$ cat src/rtl/carry_skip_16bit_pkg.sv
// Shared constants for the 16-bit carry-skip adder.
package carry_skip_pkg;

  localparam int ADD_W           = 16;
  localparam int DEFAULT_BLOCK_W = 4;

endpackage

$ cat src/rtl/carry_skip_16bit_cskip_block.sv
// One carry-skip block: W-bit ripple adder whose carry-out is bypassed by the
// block carry-in whenever every bit in the block propagates.
module cskip_block #(
  parameter int W = 4
) (
  input  logic [W-1:0] a_i,
  input  logic [W-1:0] b_i,
  input  logic         cin_i,
  output logic [W-1:0] sum_o,
  output logic         cout_o
);

  logic [W-1:0] prop_bit;
  logic         block_prop;
  logic         ripple_cout;

  assign prop_bit = a_i ^ b_i;

  // Per-bit carries live in their own generate scopes so the chain is not one self-referencing vector.
  for (genvar gi = 0; gi < W; gi++) begin : g_bit
    logic c_in;
    logic c_out;
    if (gi == 0) begin : g_first
      assign c_in = cin_i;
    end else begin : g_next
      assign c_in = g_bit[gi-1].c_out;
    end
    assign sum_o[gi] = prop_bit[gi] ^ c_in;
    assign c_out     = (a_i[gi] & b_i[gi]) | (prop_bit[gi] & c_in);
  end

  assign ripple_cout = g_bit[W-1].c_out;
  assign block_prop  = &prop_bit;
  assign cout_o      = block_prop ? cin_i : ripple_cout;

endmodule

$ cat src/rtl/carry_skip_16bit.sv
// Registered 16-bit carry-skip adder, one result per cycle, one-cycle latency.
// Optional signed-overflow output enabled by defining CARRY_SKIP_OVF_EN.
module carry_skip_16bit
  import carry_skip_pkg::*;
#(
  parameter int BLOCK_W = DEFAULT_BLOCK_W
) (
  input  logic             clk,
  input  logic             rst,
  input  logic             in_valid,
  input  logic [ADD_W-1:0] a,
  input  logic [ADD_W-1:0] b,
  input  logic             cin,
  output logic [ADD_W-1:0] sum,
  output logic             cout,
`ifdef CARRY_SKIP_OVF_EN
  output logic             ovf,
`endif
  output logic             out_valid
);

  localparam int NUM_BLK = ADD_W / BLOCK_W;

  logic [ADD_W-1:0] sum_comb;
  logic             cout_comb;

  for (genvar gi = 0; gi < NUM_BLK; gi++) begin : g_blk
    logic blk_cin;
    logic blk_cout;
    if (gi == 0) begin : g_first
      assign blk_cin = cin;
    end else begin : g_next
      assign blk_cin = g_blk[gi-1].blk_cout;
    end
    cskip_block #(.W(BLOCK_W)) u_block (
      .a_i    (a[gi*BLOCK_W +: BLOCK_W]),
      .b_i    (b[gi*BLOCK_W +: BLOCK_W]),
      .cin_i  (blk_cin),
      .sum_o  (sum_comb[gi*BLOCK_W +: BLOCK_W]),
      .cout_o (blk_cout)
    );
  end

  assign cout_comb = g_blk[NUM_BLK-1].blk_cout;

  logic [ADD_W-1:0] sum_q, sum_d;
  logic             cout_q, cout_d;
  logic             valid_q, valid_d;

  always_comb begin
    sum_d   = sum_q;
    cout_d  = cout_q;
    valid_d = 1'b0;
    if (in_valid) begin
      sum_d   = sum_comb;
      cout_d  = cout_comb;
      valid_d = 1'b1;
    end
  end

  always_ff @(posedge clk) begin
    if (rst) begin
      sum_q   <= '0;
      cout_q  <= 1'b0;
      valid_q <= 1'b0;
    end else begin
      sum_q   <= sum_d;
      cout_q  <= cout_d;
      valid_q <= valid_d;
    end
  end

`ifdef CARRY_SKIP_OVF_EN
  logic ovf_q, ovf_d;

  // Like-signed operands producing an opposite-signed result overflow.
  always_comb begin
    ovf_d = ovf_q;
    if (in_valid) begin
      ovf_d = (a[ADD_W-1] == b[ADD_W-1]) && (sum_comb[ADD_W-1] != a[ADD_W-1]);
    end
  end

  always_ff @(posedge clk) begin
    if (rst) begin
      ovf_q <= 1'b0;
    end else begin
      ovf_q <= ovf_d;
    end
  end

  assign ovf = ovf_q;
`endif

  assign sum       = sum_q;
  assign cout      = cout_q;
  assign out_valid = valid_q;

endmodule

$ cat config.mk
export PLATFORM = sky130hd
export DESIGN_NAME = carry_skip_16bit
export DESIGN_NICKNAME = d
export VERILOG_FILES = /design/src/rtl/carry_skip_16bit_pkg.sv /design/src/rtl/carry_skip_16bit_cskip_block.sv /design/src/rtl/carry_skip_16bit.sv
export SDC_FILE = /design/constraint.sdc
export NUM_CORES = 1
export LEC_CHECK = 0
export BUFFER_PORTS_ARGS = -buffer_cell sky130_fd_sc_hd__buf_2
export CORE_MARGIN = 4
export CORE_UTILIZATION = 30
export CTS_BUF_LIST = sky130_fd_sc_hd__clkbuf_4
export DETAILED_ROUTE_END_ITERATION = 7
export GPL_TIMING_DRIVEN = 0
export PLACE_DENSITY = 0.62
export SYNTH_ARGS = -nofsm -noshare
export SYNTH_HDL_FRONTEND = slang
export SYNTH_SLANG_ARGS = --single-unit
$ cat constraint.sdc
create_clock -name clk -period 14.65 [get_ports clk]
set_input_delay 2.93 -clock clk [delete_from_list [all_inputs] [get_ports clk]]
set_output_delay 2.93 -clock clk [all_outputs]
set_load 0.1 [all_outputs]
; ---- After elaboration in Yosys (flattened, before gate mapping)
; Cells that the tools add are included.
[op_classes]
n_mux = 5
n_bitwise = 68
n_reduce_logical = 4
[op_table]
columns = op, n
row1 = AND 1 bit, 32
row2 = OR 1 bit, 16
row3 = AND reduction 4 bit, 4
row4 = XOR 1 bit, 16
row5 = XOR 4 bit, 4
row6 = 2-to-1 mux 1 bit, 5
[word_totals]
reg_bits = 18
output_inout_bits = 18
elab_cells = 80

; ---- Depth between registers and ports, before layout
; Gate-level depths: netlist of the first run.
[depth]
depth_word = 37
depth_mapped = 26
depth_no_buf = 26

; ---- Hierarchy
; A second synthesis of the first run with hierarchy kept.
[unflattened]
hier_cells = 133
area_unflattened_um2 = 1362.6
[modules_own_cells]
columns = module, instances, cells_per_inst, area_per_inst_um2
row1 = cskip_block, 4, 19, 180.2
row2 = carry_skip_16bit, 1, 57, 641.9

; ---- Worst setup path after synthesis of the first run
; Ideal clock, no wire load.
[synth_timing]
kind = input-to-reg
from = input a[0]
to = register sum_q[15] (netlist: sum[15])
setup_ps = 86
t_arrival_ps = 9684
required_ps = 14564
slack_ps = 4881
stages = 25
n_path_buf = 0
path_cell_list = inv_1 > fa_1 > inv_1 > fa_1 > fa_1 > fa_1 > mux2i_1 > inv_1 > fa_1 > fa_1 > fa_1 > fa_1 > nand2_1 > o21ai_1 > fa_1 > fa_1 > fa_1 > fa_1 > mux2_4 > fa_1 > fa_1 > fa_1 > inv_1 > fa_1 > a211oi_1
[synth_between]
elab_chain_cells = 35
elab_cells_between_ends = 37
[synth_lines]
columns = item, line
row1 = "start, declared", carry_skip_16bit.sv:11  ; input logic [ADD_W-1:0] a,
row2 = XOR 4 bit, carry_skip_16bit_cskip_block.sv:17  ; assign prop_bit = a_i ^ b_i;
row3 = AND 1 bit, carry_skip_16bit_cskip_block.sv:29  ; assign c_out = (a_i[gi] & b_i[gi]) | (prop_bit[gi] & c_in);
row4 = OR 1 bit, carry_skip_16bit_cskip_block.sv:29
row5 = AND 1 bit, carry_skip_16bit_cskip_block.sv:29
row6 = OR 1 bit, carry_skip_16bit_cskip_block.sv:29
row7 = AND 1 bit, carry_skip_16bit_cskip_block.sv:29
row8 = OR 1 bit, carry_skip_16bit_cskip_block.sv:29
row9 = AND 1 bit, carry_skip_16bit_cskip_block.sv:29
row10 = [... 19 more ...], n/a
row11 = 2-to-1 mux 1 bit *, carry_skip_16bit_cskip_block.sv:34  ; assign cout_o = block_prop ? cin_i : ripple_cout;
row12 = AND 1 bit *, carry_skip_16bit_cskip_block.sv:29
row13 = OR 1 bit *, carry_skip_16bit_cskip_block.sv:29
row14 = AND 1 bit *, carry_skip_16bit_cskip_block.sv:29
row15 = OR 1 bit *, carry_skip_16bit_cskip_block.sv:29
row16 = AND 1 bit *, carry_skip_16bit_cskip_block.sv:29
row17 = OR 1 bit *, carry_skip_16bit_cskip_block.sv:29
row18 = XOR 1 bit *, carry_skip_16bit_cskip_block.sv:28  ; assign sum_o[gi] = prop_bit[gi] ^ c_in;
row19 = "end signal, assigned", carry_skip_16bit.sv:67  ; sum_q <= sum_d;
row20 = "end, declared", carry_skip_16bit.sv:46  ; logic [ADD_W-1:0] sum_q, sum_d;
; Every way passes the cells marked *; elsewhere a longest branch is shown, timed or not.
; A chain may end at the register's enable or synchronous reset.

; ---- Worst setup path after layout of the first run
; Ends and elaborated chain as after synthesis.

==> results of run 1 <==
sequential cells by signal, summed over array words and instances, names as in the netlist:
name	count
cout	1
sum	16
out_valid	1
cell usage in the layout (no fill, tap or decap), drive strengths merged:
cell     n
a211o    1
a211oi   2
buf     54
clkbuf   5
dfxtp   18
fa      16
ha      16
inv      8
mux2     1
mux2i   15
nand2    1
nand4    4
nor2    16
nor2b    2
nor3b    1
nor4bb   1
o21ai    1
critical path, delay by kind of cell:
kind                     cells  cell delay [ns]
AO/OA/AOI/OAI                2             0.34
adder cells (fa/ha/maj)     16             5.97
buffers and inverters        5             0.38
multiplexers                 2             0.50
AND/OR/NAND/NOR              1             0.06
kinds of logic after synthesis:
family / share of synthesized area (%)
adder cells (fa/ha/maj): 41.94
flip-flops: 29.03
buffers and inverters: 3.831
AO/OA/AOI/OAI: 2.318
multiplexers: 13.31
AND/OR/NAND/NOR: 9.576
worst paths after layout:
kind	startpoint	slack (ns)	cells after the start	to
setup reg to reg	cout	13.88	2	cout
hold / removal	sum[0]	0.48	2	sum[0]
hold reg to reg	sum[0]	0.48	2	sum[0]
setup / recovery	a[0]	4.64	26	sum[15]
final cells by class:
cell class,instances,area [um^2]
Fill cell,423,2414
Multi-Input combinational cell,77,833.3
Sequential cell,18,360.3
Timing Repair Buffer,52,260.3
Tap cell,50,62.56
Inverter,8,30.03
Clock buffer,3,22.52
Buffer,4,17.52
routing by layer:
layer / wire length, um / part of all wire [%] / GRT usage, %
met2: 1239 / 48 / 17.19
met3: 195 / 7.5 / 1.524
met1: 1122 / 43 / 13.56
met5: 0 / 0 / 0
met4: 30 / 1.2 / 4.384
power groups by stage:
stage	logic, W	clock network (W)	registers (W)
after detailed placement	0.0000788	0	0.0000578
after floorplan	0.0000205	0	0.0000964
after global placement	0.0000777	0	0.0000578
after global routing	0.0000848	0.0000271	0.0000574
final	0.0000778	0.0000245	0.0000567
after CTS	0.0000791	0.0000247	0.0000568
through the flow:
stage,std cells,cell area (um^2),utilization [%],hold WS (ns)
2_1_floorplan,107,1241,-,0.9162
3_3_place_gp,209,1564,39.10,0.4708
3_5_place_dp,209,1564,39.10,0.4754
4_1_cts,212,1587,39.66,0.4883
5_1_grt,212,1587,39.66,0.5235
6_report,212,1587,39.66,0.4830
==> flow_metrics.env, run 1 <==
export IMPL_cts_hold_fix_buffers=0
export IMPL_final_wirelength_mm=2.588
export IMPL_timing_critical_path_mode_cell="fa_1"
export IMPL_p_total_w=0.0001589
export IMPL_synth_yosys_warnings=0
export IMPL_total_leakage_power_nw=0.8400
export IMPL_timing_worst_setup_path_type="primary input to flip-flop"
export IMPL_tritoncts="built"
export IMPL_synth_edf_count=0
export IMPL_clock_tree_buffer_depth=2
export IMPL_initial_core_util_pct=31.03
export IMPL_timing_critical_path_from_type="primary input"
export IMPL_post_dp_hpwl_mm=2.249
export IMPL_rows=23
export IMPL_timing_critical_path_slowest_stage_cell="fa_1"
export IMPL_grt_pass1_wl_mm=4.236
export IMPL_setup_ws_ns=4.645
export IMPL_cp_required_ns=14.86
export IMPL_async_reset_ff_share_pct=0
export IMPL_post_layout_net_count=232
export IMPL_outcome="finished clean"
export IMPL_cts_resized=0
export IMPL_yosys_top_cells_count="dfxtp_1 (18), fa_1 (16), ha_1 (16), nor2_1 (16), mux2i_1 (15)"
export IMPL_vias=923
export IMPL_worstPathArrival_ns=10.21
export IMPL_synth_seq_area_share_pct=29.03
export IMPL_clockPowerShare_pct=15.4
export IMPL_grt_start_max_net_pins=11
export IMPL_synthTopCellsByArea="dfxtp_1 (29%), fa_1 (26%), ha_1 (16%)"
export IMPL_drv_slew=0
export IMPL_maxClockFrequency_mhz=99.95
export IMPL_post_route_cells_drive_above_1_share_pct=35.80
export IMPL_drtAntennaViolNets=0
export IMPL_design_core_area_um2=4000
export IMPL_residual_drc=0
export IMPL_area_delta_synth_final_pct=27.82
export IMPL_gr_usage_all_layers_pct=10.42
export IMPL_max_cap_violations=0
export IMPL_syn_cell_area_um2=1241
export IMPL_tns_ns=0
export IMPL_synth_nets=175
export IMPL_switching_power_w=0.00007524
export IMPL_ys_flop_type="dfxtp_1"
export IMPL_dr_first_iter_drc_count=20
export IMPL_cts_sink_count=18
export IMPL_yosys_cell_types_count=17
export IMPL_worst_hold_path_type="flip-flop to flip-flop"
export IMPL_worst_slew_margin_rel_pct=66.54
export IMPL_share_comb_of_total_power_pct=48.9
export IMPL_clk_pin_slew_ns=0.10
export IMPL_ff_latch_count_synth=18
export IMPL_grt_antenna_before_repair=0
export IMPL_critPathCaptureType="flip-flop"
export IMPL_synth_top_cell_area_share_pct=29.03
export IMPL_numPortBuffers=52
export IMPL_clock_insertion_delay_worst_skew_ns=0.29
export IMPL_cts_made_buffers=3
export IMPL_gr_total_overflow=0
export IMPL_num_antenna_cells=0
export IMPL_cp_slowest_stage_delay_ns=0.43
export IMPL_maximum_fanout_encountered_on_the_critical_timing_path=2
export IMPL_postSynthCellCount=107
export IMPL_avgSynthCellArea_um2=11.60
export IMPL_report_final_hold_viol_count=0
export IMPL_clockRootBuffer="clkbuf_4"
export IMPL_ir_worst_vdd_mv=0.04375
export IMPL_post_cts_setup_buffers=0
export IMPL_netSwitchingFraction_pct=47.35
export IMPL_cts_htree_levels=1
export IMPL_unrepaired_setup_endpoints_after_global_routing="no"
export IMPL_wire_per_inst_um=12.21
export IMPL_power_density_cell_area_nw_per_um2=100.2
export IMPL_dieArea_um2=5230
export IMPL_worst_pin_slew_ns=0.5054
export IMPL_layout_min_cycle_time_ns=10.01
export IMPL_synth_most_common_cell="dfxtp_1"
export IMPL_weighted_congestion_reported_at_the_end_of_routability_driven_placement=0.6917
export IMPL_via_count_of_the_first_global_routing_pass=956
export IMPL_fp_dieW_um=72.32
export IMPL_skew_ns=0
export IMPL_internal_power_w=0.00008365
export IMPL_detail_route_first_pass_iterations=4
export IMPL_avgViaCountPerCell=4.354
export IMPL_yosys_area_top_type="dfxtp_1"
export IMPL_seqPwrFrac_pct=35.7
export IMPL_detailedPlace_worstSlack_ns=4.286
export IMPL_final_min_period_over_clock_period_pct=68.30
export IMPL_final_setup_viol_count=0
export IMPL_num_io_pins=54
export IMPL_die_height_um=72.32
Power figures use the tool's default switching activity.
==> inputs of run 2 (changes only) <==
Settings changed: ABC_AREA set to 1, PLACE_DENSITY 0.62 to 0.61.
Clock period 14.65 ns to 10.3 ns, I/O delays scaled along.
==> flow_metrics.env, run 2 <==
export IMPL_outcome="finished clean"
export IMPL_synthAdderAreaFrac_pct=40.15
export IMPL_area_delta_synth_final_pct=26.25
export IMPL_multi_input_comb_area_um2=869.6
export IMPL_postSynthCellCount=138
export IMPL_cp_slowest_stage_delay_ns=0.41
export IMPL_synth_compound_gate_area_share_pct=8.012
export IMPL_final_setup_viol_count=0
export IMPL_dp_cells=239
export IMPL_cts_hold_fix_buffers=0
export IMPL_avgSynthCellArea_um2=9.393
export IMPL_dr_first_iter_drc_count=20
export IMPL_post_synth_xor_area_fraction_pct=0
export IMPL_grt_start_max_net_pins=11
export IMPL_avgViaCountPerCell=4.360
export IMPL_post_layout_nonfiller_instances=242
export IMPL_final_min_period_over_clock_period_pct=89.82
export IMPL_worst_pin_slew_ns=0.4938
export IMPL_whs_ns=0.4588
export IMPL_synth_top_cell_area_share_pct=27.80
export IMPL_layout_min_cycle_time_ns=9.251
export IMPL_ir_worst_vdd_mv=0.03347
export IMPL_grt_antenna_before_repair=0
export IMPL_syn_cell_area_um2=1296
export IMPL_worst_r2r_path_cells=2
export IMPL_rows=23
export IMPL_critPathCaptureType="flip-flop"
export IMPL_timing_critical_path_slowest_stage_cell="fa_1"
export IMPL_num_antenna_cells=0
export IMPL_power_density_cell_area_nw_per_um2=134.2
export IMPL_synth_edf_count=0
export IMPL_clock_tree_buffer_depth=2
export IMPL_timing_rr_end="sum[0]"
export IMPL_timing_critical_path_mode_cell="fa_1"
export IMPL_drv_slew=0
export IMPL_timing_worst_setup_path_type="primary input to flip-flop"
export IMPL_clk_pin_slew_ns=0.10
export IMPL_drtAntennaViolNets=0
export IMPL_worst_reg2reg_startpoint="sum[0]"
export IMPL_worst_slew_margin_rel_pct=67.31
export IMPL_setup_worst_path_end="sum[15]"
export IMPL_async_reset_ff_share_pct=0
export IMPL_design_core_area_um2=4086
export IMPL_synth_nets=206
export IMPL_yosys_top_cells_count="nand2_1 (40), dfxtp_1 (18), fa_1 (16), ha_1 (16), a21oi_1 (14)"
export IMPL_unrepaired_setup_endpoints_after_global_routing="no"
export IMPL_layout_commonest_cell="buf_2"
export IMPL_synthSimpleGateAreaFrac_pct=18.92
export IMPL_ff_latch_count_synth=18
export IMPL_max_cap_violations=0
export IMPL_p_total_w=0.0002196
export IMPL_synth_seq_area_share_pct=27.80
export IMPL_min_path_cells=2
export IMPL_cp_required_ns=10.52
export IMPL_post_dp_hpwl_mm=2.399
export IMPL_final_wirelength_mm=2.793
export IMPL_cts_htree_levels=1
export IMPL_fp_dieW_um=73.73
export IMPL_post_layout_net_count=262
export IMPL_grt_pass1_wl_mm=4.705
export IMPL_residual_drc=0
export IMPL_skew_ns=0
export IMPL_num_io_pins=54
export IMPL_post_cts_setup_buffers=0
export IMPL_mostFrequentLayoutCells="buf_2 (53), nand2_1 (40), dfxtp_1 (18), fa_1 (16), ha_1 (16)"
export IMPL_cts_sink_count=18
export IMPL_tritoncts="built"
export IMPL_post_route_cells_drive_above_1_share_pct=35.42
export IMPL_synthTopCellsByArea="dfxtp_1 (28%), fa_1 (25%), ha_1 (15%)"
export IMPL_register_area_um2=360.3
export IMPL_via_count_of_the_first_global_routing_pass=1067
export IMPL_total_leakage_power_nw=0.8145
export IMPL_gr_total_overflow=0
export IMPL_cp_num_buf_inv=4
export IMPL_detail_route_first_pass_iterations=3
export IMPL_crit_cells=27
export IMPL_largest_register_ff_count=16
export IMPL_muxShareOfSynthArea_pct=0
export IMPL_yosys_cell_types_count=20
export IMPL_n_fill_cell=452
export IMPL_worst_hold_path_type="flip-flop to flip-flop"
export IMPL_synth_top_family_by_area="adder cells"
export IMPL_clockRootBuffer="clkbuf_4"
export IMPL_yosys_area_top_type="dfxtp_1"
export IMPL_ys_flop_type="dfxtp_1"
export IMPL_clock_insertion_delay_worst_skew_ns=0.29
export IMPL_vias=1055
export IMPL_critical_path_top_delay_family="adder cells"
export IMPL_synth_most_common_cell="nand2_1"
export IMPL_numPortBuffers=51
export IMPL_initial_core_util_pct=31.72
export IMPL_tns_ns=0
export IMPL_report_final_hold_viol_count=0
export IMPL_wire_per_inst_um=11.54
export IMPL_maxClockFrequency_mhz=108.1
export IMPL_dieArea_um2=5436
export IMPL_cts_resized=0
export IMPL_maximum_fanout_encountered_on_the_critical_timing_path=2
export IMPL_worst_r2r_setup_slack_ns=9.68
export IMPL_die_height_um=73.73
export IMPL_cts_made_buffers=3
export IMPL_gr_usage_all_layers_pct=11.16
export IMPL_cp_startpoint="a[0]"
export IMPL_worstPathArrival_ns=9.47
export IMPL_synth_yosys_warnings=0
export IMPL_timing_critical_path_from_type="primary input"
export IMPL_weighted_congestion_reported_at_the_end_of_routability_driven_placement=0.7317
==> run 2: cell count changes in the layout (fill, tap and decap cells not counted), moves of 2 or more <==
cell,previous run,this run
nor2_1,16,7
clkbuf_1,2,0
buf_4,0,2
nand3_2,0,3
nor2b_1,2,0
mux2i_1,15,0
nand4_1,4,0
a21oi_1,0,14
nand2_1,1,40
==> run 2: cells by family after synthesis <==
group	count (synthesis)
fa+ha+maj	32
flops	18
compound gates	19
simple gates	55
buf+inv	14
==> run 2: final cells by class <==
type / count / share of cell area [%]
buffer: 5 / 1.835
clock buffer: 3 / 1.376
inverter: 9 / 2.217
multi-input combinational: 106 / 53.13
sequential: 18 / 22.02
tap: 50 / 3.823
timing repair buffer: 51 / 15.60
==> run 2: metal layers <==
metal | up-vias | wire length (um) | track usage [%]
met5 | - | 0 | 0
met4 | 0 | 35 | 4.225
met3 | 4 | 178 | 2.052
met2 | 30 | 1324 | 17.72
met1 | 486 | 1255 | 15.01
li1 | 535 | - | -
==> run 2: worst min path at each step <==
stage / slack [ns] / to / startpoint
2_1_floorplan: 0.90 / sum[10] / sum[10]
3_3_place_gp: 0.44 / sum[14] / sum[14]
3_5_place_dp: 0.45 / sum[10] / sum[10]
4_1_cts: 0.46 / sum[10] / sum[10]
5_1_grt: 0.49 / sum[10] / sum[10]
6_report: 0.46 / sum[10] / sum[10]
==> run 2: where the power goes <==
| group | switching (W) | internal (W) | total (W) | leakage [nW] |
|---|---|---|---|---|
| Sequential | 0.00000310 | 0.0000765 | 0.0000796 | 0.149 |
| Combinational | 0.0000788 | 0.0000267 | 0.000106 | 0.652 |
| Clock | 0.0000209 | 0.0000136 | 0.0000345 | 0.0138 |
| Total | 0.000103 | 0.000117 | 0.000220 | 0.815 |
==> run 2: worst reg2reg max path, cell delays in order (launching register included) <==
cell and delay (ns):
dfxtp_1 0.36, nor2_1 0.05, a211oi_1 0.15
==> run 2: stage by stage <==
step                instance area (um^2)  util [%]  setup slack, ns
floorplan                           1296         -            1.231
global placement                    1614     39.50           0.7326
detailed placement                  1614     39.50           0.6740
CTS                                 1637     40.05           0.9775
global route                        1637     40.05           0.6755
finish                              1637     40.05            1.049
==> inputs of run 3 (changes only) <==
Settings changed: BUFFER_PORTS_ARGS -buffer_cell sky130_fd_sc_hd__buf_2 to -buffer_cell sky130_fd_sc_hd__buf_4.
==> flow_metrics.env, run 3 (synthesis gave the netlist of run 2 again) <==
export IMPL_setup_ws_ns=1.019
export IMPL_final_min_period_over_clock_period_pct=90.11
export IMPL_critical_path_top_delay_family="adder cells"
export IMPL_maximum_fanout_encountered_on_the_critical_timing_path=2
export IMPL_timing_worst_setup_path_type="primary input to flip-flop"
export IMPL_clock_tree_buffer_depth=2
export IMPL_tritoncts="built"
export IMPL_design_area_um2=1768
export IMPL_wire_per_inst_um=11.49
export IMPL_detail_route_first_pass_iterations=4
export IMPL_num_antenna_cells=0
export IMPL_clk_pin_slew_ns=0.10
export IMPL_post_cts_setup_buffers=0
export IMPL_layout_commonest_cell="buf_4"
export IMPL_whs_ns=0.4646
export IMPL_final_setup_viol_count=0
export IMPL_cp_required_ns=10.51
export IMPL_clock_insertion_delay_worst_skew_ns=0.28
export IMPL_unrepaired_setup_endpoints_after_global_routing="no"
export IMPL_postLayoutCoreUtil_pct=43.26
export IMPL_timing_critical_path_mode_cell="fa_1"
export IMPL_tns_ns=0
export IMPL_worst_pin_slew_ns=0.2824
export IMPL_cp_slowest_stage_delay_ns=0.41
export IMPL_grt_pass1_wl_mm=4.540
export IMPL_cp_num_buf_inv=4
export IMPL_gr_total_overflow=0
export IMPL_vias=1025
export IMPL_post_layout_net_count=262
export IMPL_residual_drc=0
export IMPL_timing_critical_path_slowest_stage_cell="fa_1"
export IMPL_cp_startpoint="a[0]"
export IMPL_via_count_of_the_first_global_routing_pass=1036
export IMPL_num_io_pins=54
export IMPL_skew_ns=0
export IMPL_grt_antenna_before_repair=0
export IMPL_hold_start="sum[13]"
export IMPL_worstPathArrival_ns=9.49
export IMPL_outcome="finished clean"
export IMPL_mostFrequentLayoutCells="buf_4 (53), nand2_1 (40), dfxtp_1 (18), fa_1 (16), ha_1 (16)"
export IMPL_final_wirelength_mm=2.793
export IMPL_report_final_hold_viol_count=0
export IMPL_cts_hold_fix_buffers=0
export IMPL_total_leakage_power_nw=0.8484
export IMPL_layer_with_the_highest_usage="met2"
export IMPL_drv_slew=0
export IMPL_initial_core_util_pct=31.72
export IMPL_grt_start_max_net_pins=11
export IMPL_ir_worst_vdd_mv=0.04098
export IMPL_clockRootBuffer="clkbuf_4"
export IMPL_dieArea_um2=5436
export IMPL_drtAntennaViolNets=0
export IMPL_rows=23
export IMPL_cts_sink_count=18
export IMPL_die_height_um=73.73
export IMPL_worst_hold_path_type="flip-flop to flip-flop"
export IMPL_grt_util_met1_pct=13.18
export IMPL_gr_usage_all_layers_pct=10.89
export IMPL_weighted_congestion_reported_at_the_end_of_routability_driven_placement=0.7150
export IMPL_grtUsageMet3_pct=3.146
export IMPL_layout_min_cycle_time_ns=9.281
export IMPL_cts_htree_levels=1
export IMPL_fp_dieW_um=73.73
export IMPL_n_fill_cell=423
export IMPL_design_core_area_um2=4086
export IMPL_power_density_cell_area_nw_per_um2=128.8
export IMPL_worst_slew_margin_rel_pct=81.33
export IMPL_dr_first_iter_drc_count=24
export IMPL_cts_made_buffers=3
export IMPL_detailedPlace_worstSlack_ns=0.6979
export IMPL_largest_register_ff_count=16
export IMPL_max_cap_violations=0
export IMPL_timing_critical_path_from_type="primary input"
export IMPL_numPortBuffers=51
export IMPL_post_route_cells_drive_above_1_share_pct=35.23
export IMPL_critPathCaptureType="flip-flop"
export IMPL_groute_layer_met2_usage_pct=18.70
export IMPL_post_dp_hpwl_mm=2.442
export IMPL_cts_resized=0
export IMPL_worst_reg2reg_startpoint="sum[0]"
export IMPL_maxClockFrequency_mhz=107.7
export IMPL_area_delta_synth_final_pct=36.39
export IMPL_avgViaCountPerCell=4.218
export IMPL_post_dp_cell_area_um2=1742
-- run 3: cell types whose count changed in the layout (fill, tap and decap cells not counted), sizes merged --
cell | before | now
clkinv | 0 | 1
-- run 3: routing by layer --
layer | routed length (um) | vias to the layer above
li1 | - | 541
met1 | 1176 | 454
met2 | 1392 | 28
met3 | 208 | 2
met4 | 15 | 0
met5 | 0 | -
-- run 3: final timing paths --
path              depth (start not counted)       to  slack (ns)
setup / recovery                         27  sum[15]        1.02
hold / removal                            2  sum[13]        0.46
setup reg to reg                          2   sum[0]        9.67
hold reg to reg                           2  sum[13]        0.46
-- run 3: tightest hold or removal path, stage by stage (launching register included) --
cell and delay, ns:
dfxtp_1 0.32, nand2_1 0.06, a21oi_1 0.05
-- run 3: layout make-up --
class                   count  area (um^2)  area share (%)
clock buffers               3        22.52           1.274
multi-input cells         106        869.6           49.19
repair buffers             51        382.9           21.66
well taps                  50        62.56           3.539
plain buffers               5        30.03           1.699
inverters                   9        36.28           2.052
flip-flops and latches     18        360.3           20.38
clock inverters             1        3.754          0.2123
-- run 3: power breakdown --
part           switching (W)   total, W  internal, W
Sequential        0.00000332  0.0000798    0.0000765
Clock              0.0000205  0.0000346    0.0000141
Combinational      0.0000790   0.000113    0.0000343
Total               0.000103   0.000228     0.000125
-- run 3: stage by stage --
step,total power (W),std cells
after floorplan,0.0001624,138
after global placement,0.0001954,239
after detailed placement,0.0001967,239
after CTS,0.0002328,243
after global routing,0.0002445,243
final,0.0002277,243
